### src/rtl/vga_timing_gen_param.sv
// Parametrised VGA raster timing generator with pixel clock-enable, selectable sync polarity,
// registered line/frame start strobes and a wrapping frame counter. All outputs are registered.
module vga_timing_gen_param #(
    parameter int   H_ACTIVE = 640,
    parameter int   H_FP     = 16,
    parameter int   H_SYNC   = 96,
    parameter int   H_BP     = 48,
    parameter int   V_ACTIVE = 480,
    parameter int   V_FP     = 10,
    parameter int   V_SYNC   = 2,
    parameter int   V_BP     = 33,
    parameter logic HS_POL   = 1'b0,
    parameter logic VS_POL   = 1'b0,
    parameter int   X_W      = 10,
    parameter int   Y_W      = 9,
    parameter int   FRAME_W  = 8
) (
    input  logic               clk,
    input  logic               rst,
    input  logic               ce,
    output logic               hs,
    output logic               vs,
    output logic               active,
    output logic [X_W-1:0]     x,
    output logic [Y_W-1:0]     y,
    output logic               line_start,
    output logic               frame_start,
    output logic [FRAME_W-1:0] frame_cnt
);

    localparam int H_TOTAL = H_ACTIVE + H_FP + H_SYNC + H_BP;
    localparam int V_TOTAL = V_ACTIVE + V_FP + V_SYNC + V_BP;
    localparam int HC_W    = (H_TOTAL > 1) ? $clog2(H_TOTAL) : 1;
    localparam int VC_W    = (V_TOTAL > 1) ? $clog2(V_TOTAL) : 1;

    localparam logic [HC_W-1:0] H_LAST = HC_W'(H_TOTAL - 1);
    localparam logic [VC_W-1:0] V_LAST = VC_W'(V_TOTAL - 1);

    // Decode thresholds held at 32 bits so a zero back porch cannot overflow the counter width.
    localparam logic [31:0] H_ACT_END = 32'(H_ACTIVE);
    localparam logic [31:0] HS_BEG    = 32'(H_ACTIVE + H_FP);
    localparam logic [31:0] HS_END    = 32'(H_ACTIVE + H_FP + H_SYNC);
    localparam logic [31:0] V_ACT_END = 32'(V_ACTIVE);
    localparam logic [31:0] VS_BEG    = 32'(V_ACTIVE + V_FP);
    localparam logic [31:0] VS_END    = 32'(V_ACTIVE + V_FP + V_SYNC);

    logic [HC_W-1:0]    h_cnt_q, h_cnt_d;
    logic [VC_W-1:0]    v_cnt_q, v_cnt_d;
    logic [FRAME_W-1:0] frame_reg_q, frame_reg_d;

    logic               hs_q, hs_d;
    logic               vs_q, vs_d;
    logic               active_q, active_d;
    logic [X_W-1:0]     x_q, x_d;
    logic [Y_W-1:0]     y_q, y_d;
    logic               line_start_q, line_start_d;
    logic               frame_start_q, frame_start_d;
    logic [FRAME_W-1:0] frame_cnt_q, frame_cnt_d;

    logic [31:0] h_pos;
    logic [31:0] v_pos;
    logic        in_active;
    logic        in_hsync;
    logic        in_vsync;

    always_comb begin
        h_pos     = 32'(h_cnt_q);
        v_pos     = 32'(v_cnt_q);
        in_active = (h_pos < H_ACT_END) && (v_pos < V_ACT_END);
        in_hsync  = (h_pos >= HS_BEG) && (h_pos < HS_END);
        in_vsync  = (v_pos >= VS_BEG) && (v_pos < VS_END);
    end

    always_comb begin
        h_cnt_d       = h_cnt_q;
        v_cnt_d       = v_cnt_q;
        frame_reg_d   = frame_reg_q;
        hs_d          = hs_q;
        vs_d          = vs_q;
        active_d      = active_q;
        x_d           = x_q;
        y_d           = y_q;
        frame_cnt_d   = frame_cnt_q;
        // Strobes fall on the very next clk even when the pixel enable is low.
        line_start_d  = 1'b0;
        frame_start_d = 1'b0;

        if (ce) begin
            hs_d          = in_hsync ? HS_POL : ~HS_POL;
            vs_d          = in_vsync ? VS_POL : ~VS_POL;
            active_d      = in_active;
            x_d           = in_active ? X_W'(h_cnt_q) : '0;
            y_d           = in_active ? Y_W'(v_cnt_q) : '0;
            line_start_d  = (h_cnt_q == '0);
            frame_start_d = (h_cnt_q == '0) && (v_cnt_q == '0);
            frame_cnt_d   = frame_reg_q;

            if (h_cnt_q == H_LAST) begin
                h_cnt_d = '0;
                if (v_cnt_q == V_LAST) begin
                    v_cnt_d     = '0;
                    frame_reg_d = frame_reg_q + 1'b1;
                end else begin
                    v_cnt_d = v_cnt_q + 1'b1;
                end
            end else begin
                h_cnt_d = h_cnt_q + 1'b1;
            end
        end
    end

    always_ff @(posedge clk) begin
        if (rst) begin
            h_cnt_q       <= '0;
            v_cnt_q       <= '0;
            frame_reg_q   <= '0;
            hs_q          <= ~HS_POL;
            vs_q          <= ~VS_POL;
            active_q      <= 1'b0;
            x_q           <= '0;
            y_q           <= '0;
            line_start_q  <= 1'b0;
            frame_start_q <= 1'b0;
            frame_cnt_q   <= '0;
        end else begin
            h_cnt_q       <= h_cnt_d;
            v_cnt_q       <= v_cnt_d;
            frame_reg_q   <= frame_reg_d;
            hs_q          <= hs_d;
            vs_q          <= vs_d;
            active_q      <= active_d;
            x_q           <= x_d;
            y_q           <= y_d;
            line_start_q  <= line_start_d;
            frame_start_q <= frame_start_d;
            frame_cnt_q   <= frame_cnt_d;
        end
    end

    assign hs          = hs_q;
    assign vs          = vs_q;
    assign active      = active_q;
    assign x           = x_q;
    assign y           = y_q;
    assign line_start  = line_start_q;
    assign frame_start = frame_start_q;
    assign frame_cnt   = frame_cnt_q;

endmodule
### config.mk
export PLATFORM = sky130hd
export DESIGN_NAME = vga_timing_gen_param
export DESIGN_NICKNAME = d
export VERILOG_FILES = /design/src/rtl/vga_timing_gen_param.sv
export SDC_FILE = /design/constraint.sdc
export NUM_CORES = 1
export LEC_CHECK = 0
export CELL_PAD_IN_SITES_DETAIL_PLACEMENT = 0
export CELL_PAD_IN_SITES_GLOBAL_PLACEMENT = 1
export CORE_MARGIN = 3
export CORE_UTILIZATION = 37
export CTS_BUF_LIST = sky130_fd_sc_hd__clkbuf_8 sky130_fd_sc_hd__clkbuf_16
export CTS_CLUSTER_DIAMETER = 40
export DETAILED_ROUTE_END_ITERATION = 10
export MAX_ROUTING_LAYER = met4
export PLACE_DENSITY_LB_ADDON = 0.05
export SLEW_MARGIN = 20
export SYNTH_ARGS = -nofsm -noshare
export SYNTH_HDL_FRONTEND = slang
export SYNTH_SLANG_ARGS = --single-unit
### constraint.sdc
create_clock -name clk -period 1.9 [get_ports clk]
set_input_delay 0.285 -clock clk [delete_from_list [all_inputs] [get_ports clk]]
set_output_delay 0.285 -clock clk [all_outputs]
set_load 0.02 [all_outputs]
# Yosys cells after proc, flatten, opt, wreduce, memory -nomap -nowiden
# Index checks and enable logic that the tools add are counted.
[word_totals]
register_bits = 60
latch_bits = 0
ramBits = 0
romBits = 0
inputBits = 3
out_inout_bits = 32
elab_cells = 38
memories = 0
[op_classes]
addsub = 3
mul = 0
div = 0
n_lt_le_gt_ge = 6
n_eq_ne = 2
n_shift = 0
muxes = 6
bitwise_logic = 1
reduce_logical = 9
[ops]
columns = ["operator", "n"]
rows = [
  ["10-bit 2-to-1 mux", 3],
  ["10-bit by 1-bit adder with 10-bit output (second input constant)", 2],
  ["10-bit == test (second input constant)", 2],
  ["10-bit logical NOT", 2],
  ["10-bit < comparator (second input constant)", 2],
  ["10-bit by 9-bit < comparator with 1-bit output (second input constant)", 2],
  ["10-bit >= comparator (second input constant)", 1],
  ["10-bit by 9-bit >= comparator with 1-bit output (second input constant)", 1],
  ["9-bit 2-to-1 mux", 1],
  ["8-bit by 1-bit adder with 8-bit output (second input constant)", 1],
  ["1-bit logical AND", 4],
  ["3-bit AND reduction", 1],
  ["1-bit 2-to-1 mux", 2],
  ["2-bit AND reduction", 1],
  ["2-bit OR reduction", 1],
  ["1-bit inverter", 1],
]

# Longest topological paths before layout
[logic_depth]
word_depth = 3
mapped_depth = 7
ltp_nobuf = 6

# Least setup slack after synthesis
# OpenSTA, ideal clock, no wires.
[synth_path]
path_kind = "register -> register"
startpoint = "register h_cnt_q[0]"
endpoint = "register frame_reg_q[3]"
setup_ps = 70
arrival_time_ps = 2014
t_required_ps = 1830
path_slack_ps = -184
path_stages_with_launch = 7
path_buffers = 1
period_less_slack_ps = 2084
path_cell_list = "dfxtp_1 ha_1 nand4_4 or4_1 buf_2 or4_1 a21oi_1"
[synth_via]
elab_chain_len = 2
[synth_lines]
columns = ["item", "line", "rtl"]
rows = [
  ["start, declared", "47", "logic [HC_W-1:0] h_cnt_q, h_cnt_d;"],
  ["start signal, assigned", "126", "h_cnt_q <= h_cnt_d;"],
  ["10-bit == test", "98", "if (h_cnt_q == H_LAST) begin"],
  ["3-bit AND reduction (no source line)", "n/a", ""],
  ["end signal, assigned", "128", "frame_reg_q <= frame_reg_d;"],
  ["end, declared", "49", "logic [FRAME_W-1:0] frame_reg_q, frame_reg_d;"],
]
# No other way between the ends.
# A chain may end at the register's enable or synchronous reset.

# Final worst setup path
[layout_path]
startpoint = "register h_cnt_q[5]"
endpoint = "register v_cnt_q[7]"
[layout_via]
elab_chain_len = 2
[layout_lines]
columns = ["item", "line", "rtl"]
rows = [
  ["10-bit == test", "98", ""],
  ["2-bit AND reduction (no source line)", "n/a", ""],
  ["end signal, assigned", "127", "v_cnt_q <= v_cnt_d;"],
  ["end, declared", "48", "logic [VC_W-1:0] v_cnt_q, v_cnt_d;"],
]
# No other way between the ends.

==> impl_metrics.tcl <==
set metrics [dict create \
    status "complete, no violations" \
    numCtsBuffers 9 \
    cts_buffer_depth 2 \
    syn_nets 273 \
    p_leak_nw 1.33 \
    internal-power_mw 1.89 \
    fin_crit_ns 1.88 \
    syn_inst 265 \
    dpl.cell_count 395 \
    dieArea_um2 7750 \
    clk_latency_ns 0.33 \
    synthXorXnorAreaFrac_pct 3.87 \
    synth.area.mux_share_pct 4.98 \
    path_max_fanout 7 \
    critPathCaptureType "flop" \
    rsz0062_at_grt "true" \
    max_freq_ghz 0.532 \
    synthSimpleGateAreaFrac_pct 23.4 \
    grt_remaining_overflow 0 \
    yosys-top-cells-area "dfxtp_1 (48%), a22o_1 (6.3%), nor2_1 (4.1%)" \
    worstMarginPinSlew_ns 0.715 \
    synthFlopType "dfxtp_1" \
    cts_tree "done" \
    firstDrtPassIters 4 \
    htreeDepth 3 \
    fp.dieW_um 88.0 \
    finalSetupViolations 0 \
    port_buffers 34 \
    grt_pass1_wl_um 9980 \
    dp_worst_setup_slack_ns -0.375 \
    clkTransAtPathRegs_ns 0.06 \
    switchingPower_mw 0.550 \
    initial_core_util_pct 38.7 \
    p_comb_share_pct 5.2 \
    final_antenna_net_count 0 \
    totalWireLength_um 6010 \
    timing.slew.headroom_pct 52.3 \
    syn_to_final_growth_pct 38.2 \
    path_cells "or2_4 > or4_4 > or4_4 > a21oi_2" \
    hold_slack_ns 0.473 \
    max-cap-violations 0 \
    cellPowerDensity_nw_per_um2 709 \
    crit-reg2reg-launch "h_cnt_q[5]" \
    layout-drive-gt1-share_pct 23.1 \
    drv_slew 0 \
    fin_ws_ns 0.0193 \
    synth-compound-area-share_pct 13.4 \
    vdd_drop_max_mv 0.362 \
    wl_per_cell_um 14.6 \
    antenna_cells 0 \
    place.detailed.hpwl_um 4230 \
    vias 2162 \
    synth_adder_area_share_pct 2.51 \
    synth_edf_count 0 \
    startpoint "h_cnt_q[5]" \
    root_buffer "clkbuf_8" \
    arrival_ns 2.15 \
    async_flop_share_pct 0 \
    grt_max_degree 23 \
    synth_top_family_by_area "simple AND/OR/NAND/NOR gates" \
    yosysWarnings 0 \
    yosys_register_bits 60 \
    instances_no_fill 410 \
    clkPwrFrac_pct 42.5 \
    nets 338 \
    fin_crit_sh_pct 99.0 \
    synth_cell_type_count 35 \
    yosysMostFrequentCell "dfxtp_1" \
    final_cell_area_um2 3440 \
    syn_area_um2 2490 \
    cp_slowest_stage_delay_ns 0.59 \
    core_um2 6420 \
    boundaryPins 35 \
    grt_pass1_vias 2033 \
    post-route-util_pct 53.5 \
    dieHeight_um 88.0 \
    synth_area_leader_cell "dfxtp_1" \
    drt_iter0_drc 80 \
    seqPwrFrac_pct 52.4 \
    seq_area_frac_synth_pct 48.3 \
    remaining_drc_errors 0 \
    cp.required_ns 2.17 \
    antenna_found_initial 0 \
    swShare_pct 22.6 \
    synth_common_cells "dfxtp_1 (60), nor2_1 (27), a21oi_1 (18), a22o_1 (18), nand3_1 (14)" \
    worst_clock_skew_ns 0.00438 \
    critPathKind "flop to flop" \
    yosysTopAreaCellShare_pct 48.3 \
    avgSynthCellArea_um2 9.39 \
    startpoint_type "flop" \
    hp-start "x[4]" \
    place_congestion 0.826 \
    hold_violations 0 \
    clock-sinks 60 \
    place_area_um2 3170 \
    grt_usage_pct 17.3 \
    min_path_type "flop to flop" \
    crit_slowest_cell "or4_4" \
    routed_via_density 5.27 \
    cpMostUsedCell "or4_4" \
    rows 29 \
    ctsHoldBuffers 0 \
]
## critical path: cells and delay by family (launching register included)
kind	cells	cell delay (ns)
AO/OA/AOI/OAI	1	0.12
AND/OR/NAND/NOR	3	1.39
flip-flops	1	0.32
## logic make-up after synthesis
group                    count (synthesis)
AO/OA/AOI/OAI                           50
XOR/XNOR                                11
adder cells (fa/ha/maj)                  5
buffers and inverters                   23
flip-flops                              60
multiplexers                            12
AND/OR/NAND/NOR                        104
## routing by layer
metal / vias up / track usage (%) / routed length, um
met5: - / - / 0
met4: 0 / 5.36 / 59
met3: 6 / 5.83 / 204
met2: 39 / 25.1 / 2750
met1: 1032 / 22.8 / 2990
li1: 1085 / - / -
## final timing paths
check	to	slack, ns	cells past startpoint
worst min-delay path	x[4]	0.47	1
worst min register to register	x[4]	0.47	1
worst max register to register	v_cnt_q[7]	0.02	4
worst max-delay path	v_cnt_q[7]	0.02	4
## state kept, by name (all words and copies together), names as in the netlist
name and cells:
frame_reg_q 8, active 1, hs 1, frame_cnt 8, y 9, x 10, line_start 1, vs 1
v_cnt_q 10, h_cnt_q 10, frame_start 1
## area by class of cell
class                           count  area (um^2)
Tap cell                           77         96.3
Inverter                            7         26.3
Clock buffer                       12          165
Fill cell                         593         2980
Multi-Input combinational cell    182         1290
Timing Repair Buffer               70          639
Clock inverter                      2         10.0
Sequential cell                    60         1210
## power by group through the flow
| stage | combinational [mW] | clock, mW | sequential, mW |
|---|---|---|---|
| after detailed placement | 0.126 | 0 | 1.31 |
| final | 0.126 | 1.04 | 1.28 |
| after global routing | 0.139 | 1.13 | 1.28 |
| after global placement | 0.126 | 0 | 1.30 |
| after floorplan | 0.0562 | 0 | 1.32 |
| after CTS | 0.126 | 1.06 | 1.28 |
## timing repair
| action | CTS | global route |
|---|---|---|
| buffers inserted | 0 | 1 |
| cloned | 0 | 0 |
| setup endpoints to repair | 3 | 6 |
| resized for setup | 3 | 14 |
| pin swaps | 0 | 6 |
## metrics by stage
step / setup TNS [ns] / power [mW]
floorplan: 0 / 1.37
global placement: -10.29 / 1.43
detailed placement: -10.51 / 1.43
CTS: 0 / 2.47
global route: -0.0843 / 2.54
finish: 0 / 2.44
## cell usage in the layout, fill, tap and decap left out, drive strengths merged, types with 2 or more instances in the layout
cell,n
nand2,9
buf,36
nand4b,2
or4,6
nor4b,2
inv,7
nand4,4
xor2,4
and3,6
ha,5
nand3,14
xnor2,7
mux2i,9
or3,7
a22o,18
nor2b,5
o21ai,8
nand2b,3
and4,3
mux2,3
dfxtp,60
or2,4
a21oi,18
clkbuf,12
nor2,27
nor4,8
clkdlybuf4s50,34
clkinv,2
nor3,2
o31ai,5
Note: power is estimated with default switching activity, not from simulation.
==> RTL edit 1: new RTL, same flow settings <==
One comparison of `v_cnt_q` changes from == to >=.
--- a/src/rtl/vga_timing_gen_param.sv
+++ b/src/rtl/vga_timing_gen_param.sv
@@ -98,5 +98,5 @@
             if (h_cnt_q == H_LAST) begin
                 h_cnt_d = '0;
-                if (v_cnt_q == V_LAST) begin
+                if (v_cnt_q >= V_LAST) begin
                     v_cnt_d     = '0;
                     frame_reg_d = frame_reg_q + 1'b1;
Formal check against the unedited RTL: same outputs for any inputs over 10 cycles, from zero or initial values and one cycle with rst high; that may be too few to reach the edited logic, so the function may still have changed.
==> RTL edit 1 against the unedited design <==
Global-route usage shrank 0.44 points. Total power shrank 0.27%. Synthesized cell count grew 5.7%. Design area shrank 0.11%. Critical endpoint is now vs. Critical path depth is the same. Sequential cell count is the same. Cell count grew 6.6%. Setup slack gained 0.15 ns. Synthesized area grew 6.9%. Non-clock buffer count shrank 2. Routed wire length grew 4.8%. Combinational power grew 21%. Count of clock-buffer cells in the layout shrank 1.
==> RTL edit 1: results <==
{
  "status": "finished clean",
  "first_pass_iters": 4,
  "synthFlopType": "dfxtp_1",
  "worst_ep_arrival_time_ns": 1.93,
  "yosysSeqAreaShare": 0.452,
  "finalClockSkew_ns": 0.00546,
  "portBuffers": 34,
  "pre_cts_ws_ns": -0.0939,
  "synth_nets": 288,
  "peakVddDrop_uv": 414,
  "slowest_delay_ns": 0.49,
  "worst-path-max-fanout": 8,
  "place_hpwl_mm": 4.47,
  "ys_types": 48,
  "r2r_cells": 4,
  "cts_buffers": 9,
  "grt.total_usage": 0.169,
  "p_leak_nw": 1.31,
  "period_share": 0.910,
  "clkTransAtPathRegs_ns": 0.06,
  "ctsResizeCount": 0,
  "root_buffer": "clkbuf_8",
  "clk_latency_ns": 0.33,
  "grt_max_degree": 25,
  "grt_pass1_vias": 2126,
  "reg2reg_setup_slack_ns": 0.17,
  "n_antenna_cell": 0,
  "fmax_mhz": 579,
  "final_layout_size_suffix_gt1_frac": 0.155,
  "drt_wl_total_mm": 6.29,
  "grt_pass1_wl_mm": 10.9,
  "endpoint": "vs",
  "antenna_found_initial": 0,
  "synthArstFlopShare": 0,
  "post_cts_buffers": 0,
  "vias": 2214,
  "first_iter_violations": 113,
  "crit_path_start": "v_cnt_q[6]",
  "htree_levels": 3,
  "timing.rr.end": "vs",
  "yosys_warnings": 0,
  "gp_congestion": 0.800,
  "clk_path_buf_depth": 2,
  "holdCritPathClass": "register to register",
  "nNetsFinal": 345,
  "relSlewSlack": 0.728,
  "cpMaxStageDelayCell": "or4_1",
  "crit_family": "simple AND/OR/NAND/NOR gates",
  "synth_commonest_cells": "60 x dfxtp_1, 32 x nor2_1, 17 x a22o_1, 13 x a21oi_1, 12 x nand3_1",
  "synth_area_leaders": "dfxtp_1 45%, a22o_1 5.6%, nor2_1 4.5%"
}
RTL edit 1: changes by cell type after synthesis, moves of 4 or more:
| cell | unedited run | this run |
|---|---|---|
| buf_6 | 0 | 5 |
| nor3_1 | 2 | 6 |
| nand2b_1 | 3 | 7 |
| nand4_1 | 3 | 10 |
| nor2_1 | 27 | 32 |
| or3_1 | 7 | 2 |
| clkbuf_1 | 12 | 6 |
| buf_2 | 2 | 6 |
| a21oi_1 | 18 | 13 |
| buf_4 | 0 | 4 |
RTL edit 1: cell type report:
cell class,instances,area [um^2]
Fill cell,672,3430
Multi-Input combinational cell,191,1280
Sequential cell,60,1200
Timing Repair Buffer,68,633
Clock buffer,11,151
Tap cell,96,120
Inverter,7,26.3
Clock inverter,4,17.5
RTL edit 1: through the flow:
step | instances | TNS, ns | util | instance area, um^2 | hold slack, ns
2_1_floorplan | 280 | 0 | - | 2660 | 0.464
4_1_cts | 437 | 0 | 0.500 | 3430 | 0.476
3_5_place_dp | 422 | -0.382 | 0.475 | 3270 | 0.458
6_report | 437 | 0 | 0.500 | 3430 | 0.469
5_1_grt | 437 | 0 | 0.500 | 3430 | 0.486
3_3_place_gp | 422 | -0.158 | 0.475 | 3270 | 0.456
RTL edit 1: cell families after synthesis:
| logic type | after synthesis | synth area share |
|---|---|---|
| AND/OR/NAND/NOR | 113 | 0.240 |
| flip-flops | 60 | 0.452 |
| buffers and inverters | 29 | 0.0654 |
| multiplexers | 12 | 0.0461 |
| AO/OA/AOI/OAI | 50 | 0.137 |
| adder cells (fa/ha/maj) | 5 | 0.0235 |
| XOR/XNOR | 11 | 0.0362 |
RTL edit 1: report_power, final:
| part | internal, mW | leakage (nW) | total, mW | switching (mW) |
|---|---|---|---|---|
| Clock | 0.523 | 0.0976 | 0.996 | 0.473 |
| Sequential | 1.27 | 0.485 | 1.28 | 0.0100 |
| Combinational | 0.0700 | 0.726 | 0.152 | 0.0815 |
| Total | 1.87 | 1.31 | 2.43 | 0.565 |
RTL edit 1: worst min-delay path by stage:
stage	startpoint	end	slack, ns	depth (start not counted)
final	x[5]	x[5]	0.47	1
after global routing	x[7]	x[7]	0.49	1
after CTS	x[3]	x[3]	0.48	1
after detailed placement	y[1]	y[1]	0.46	1
after global placement	x[3]	x[3]	0.46	1
after floorplan	frame_reg_q[6]	frame_reg_q[6]	0.46	2
RTL edit 1: layer usage:
layer	routed length [um]	GRT usage	up-vias
met3	277	0.0467	6
li1	-	-	1125
met5	0	-	-
met1	3320	0.236	1034
met4	88	0.0603	0
met2	2600	0.232	49
==> RTL edit 2: new RTL, same flow settings <==
Made on the original files. Change the parameter `HS_POL` from 1'b0 to 1'b1.
--- a/src/rtl/vga_timing_gen_param.sv
+++ b/src/rtl/vga_timing_gen_param.sv
@@ -10,5 +10,5 @@
     parameter int   V_SYNC   = 2,
     parameter int   V_BP     = 33,
-    parameter logic HS_POL   = 1'b0,
+    parameter logic HS_POL   = 1'b1,
     parameter logic VS_POL   = 1'b0,
     parameter int   X_W      = 10,
Function: changed (Yosys sat finds a counterexample within 4 cycles, from zero or initial values and one cycle with rst high).
==> RTL edit 2 against the unedited design <==
The run now ends with negative setup slack left. Global-route usage is 0.93 points higher. Synthesized cell count increased by 0.38%. Total power increased by 2.5%. Clock power rose by 6%. Synthesized area is 1.1% higher. Routed wire length increased by 5.6%. Die area rose by 1.0%. Clock skew up 0.0022 ns. Sequential power is essentially flat. Setup slack got worse by 0.082 ns. Sequential cell count unchanged. Design area is 0.11% lower. Largest cell class unchanged.
==> RTL edit 2: results <==
{
  "postPlaceCellArea_mm2": 0.00316,
  "htree_levels": 3,
  "timing.rr.end": "frame_reg_q[2]",
  "n_antenna_cell": 0,
  "holdCritPathClass": "register to register",
  "setup_viol": 8,
  "worst-path-max-fanout": 5,
  "clkTransAtPathRegs_ns": 0.07,
  "pre_cts_ws_ns": -0.340,
  "first_iter_violations": 113,
  "yosys_warnings": 0,
  "min_from": "active",
  "clk_path_buf_depth": 2,
  "synth_commonest_cells": "60 x dfxtp_1, 29 x nor2_1, 18 x a22o_1, 16 x a21oi_1, 14 x clkbuf_1",
  "grt_max_degree": 23,
  "peakVddDrop_uv": 332,
  "root_buffer": "clkbuf_8",
  "first_pass_iters": 4,
  "p_leak_nw": 1.33,
  "place_hpwl_mm": 4.26,
  "drt_wl_total_mm": 6.34,
  "setup_ws_ns": -0.0625,
  "cpMaxStageDelayCell": "or4_4",
  "status": "finished with violations",
  "synth_nets": 274,
  "fill_cells": 614,
  "hold_ws_ns": 0.472,
  "final_layout_size_suffix_gt1_frac": 0.214,
  "synthFlopType": "dfxtp_1",
  "grt_pass1_vias": 2095,
  "gp_congestion": 0.802,
  "yosysSeqAreaShare": 0.477,
  "hold_end": "active",
  "finalClockSkew_ns": 0.00659,
  "tightest_slew_ns": 0.775,
  "portBuffers": 34,
  "cts_buffers": 9,
  "hold_depth": 2,
  "synth_area_leaders": "dfxtp_1 48%, a22o_1 6.3%, nor2_1 4.3%",
  "r2r-start": "h_cnt_q[1]",
  "vias_per_cell": 5.25,
  "worst_ep_arrival_time_ns": 2.24,
  "reg2reg_setup_slack_ns": -0.06,
  "ys_types": 38,
  "antenna_found_initial": 0,
  "synthArstFlopShare": 0,
  "clk_latency_ns": 0.34,
  "r2r_cells": 6,
  "grt_pass1_wl_mm": 10.5,
  "slowest_delay_ns": 0.50,
  "grt.total_usage": 0.182,
  "nNetsFinal": 339,
  "p_sw_frac": 0.234,
  "violations": "negative setup slack"
}
-- RTL edit 2: logic make-up (layout without fill, tap and decap cells) --
group | count (synthesis) | after routing | share of synthesized area
compound gates | 49 | 49 | 0.138
xor+xnor | 14 | 14 | 0.0487
fa+ha+maj | 5 | 5 | 0.0249
buf+inv | 27 | 96 | 0.0477
flops | 60 | 60 | 0.477
mux | 10 | 10 | 0.0398
simple gates | 101 | 102 | 0.224
-- RTL edit 2: through the flow --
step	cells	TNS, ns	utilization
detailed placement	393	-4.21	0.489
floorplan	266	-0.998	-
global placement	393	-7.12	0.489
CTS	412	-0.598	0.525
global route	413	-0.910	0.532
finish	413	-0.189	0.532
-- RTL edit 2: final cells by class --
type	instances	area, um^2	area share
multi-input cells	180	1250	0.365
flip-flops and latches	60	1200	0.350
repair buffers	74	673	0.196
clock buffers	9	124	0.0361
well taps	77	96.3	0.0281
clock inverters	7	60.1	0.0175
inverters	6	22.5	0.00656
-- RTL edit 2: worst max-delay path by stage --
stage / slack, ns / depth (start not counted) / start / to
global route: -0.15 / 6 / h_cnt_q[0] / frame_reg_q[2]
detailed placement: -0.34 / 6 / ce / frame_reg_q[3]
CTS: -0.1 / 6 / h_cnt_q[1] / frame_reg_q[3]
floorplan: -0.16 / 7 / h_cnt_q[5] / frame_reg_q[2]
global placement: -0.32 / 6 / ce / frame_reg_q[3]
finish: -0.06 / 6 / h_cnt_q[1] / frame_reg_q[2]
-- RTL edit 2: timing repair --
item / in CTS / in global routing
pin swaps: 6 / 2
endpoints found under the hold margin: 0 / 0
buffers inserted: 2 / 1
resized for setup: 6 / 11
hold buffers: 0 / 0
gates cloned: 1 / 0
setup endpoints to repair: 8 / 10
-- RTL edit 2: power by group through the flow --
stage               registers (mW)  clock network (mW)  logic, mW
global route                  1.28                1.18      0.136
global placement              1.30                   0      0.125
detailed placement            1.30                   0      0.125
CTS                           1.28                1.12      0.127
floorplan                     1.31                   0     0.0544
finish                        1.28                1.10      0.126
-- RTL edit 2: per-layer routing --
metal / GRT usage / share of wire / up-vias
li1: - / - / 1093
met4: 0.0838 / 0.019 / 0
met2: 0.273 / 0.45 / 30
met3: 0.0326 / 0.022 / 12
met1: 0.240 / 0.51 / 1033
met5: - / 0 / -
-- RTL edit 2: worst max-delay path: cells and delay by family (launching register included) --
family,cells,cell delay (ns)
AO/OA/AOI/OAI,1,0.12
adder cells (fa/ha/maj),1,0.13
AND/OR/NAND/NOR,3,1.10
flip-flops,1,0.36
buffers and inverters,1,0.19
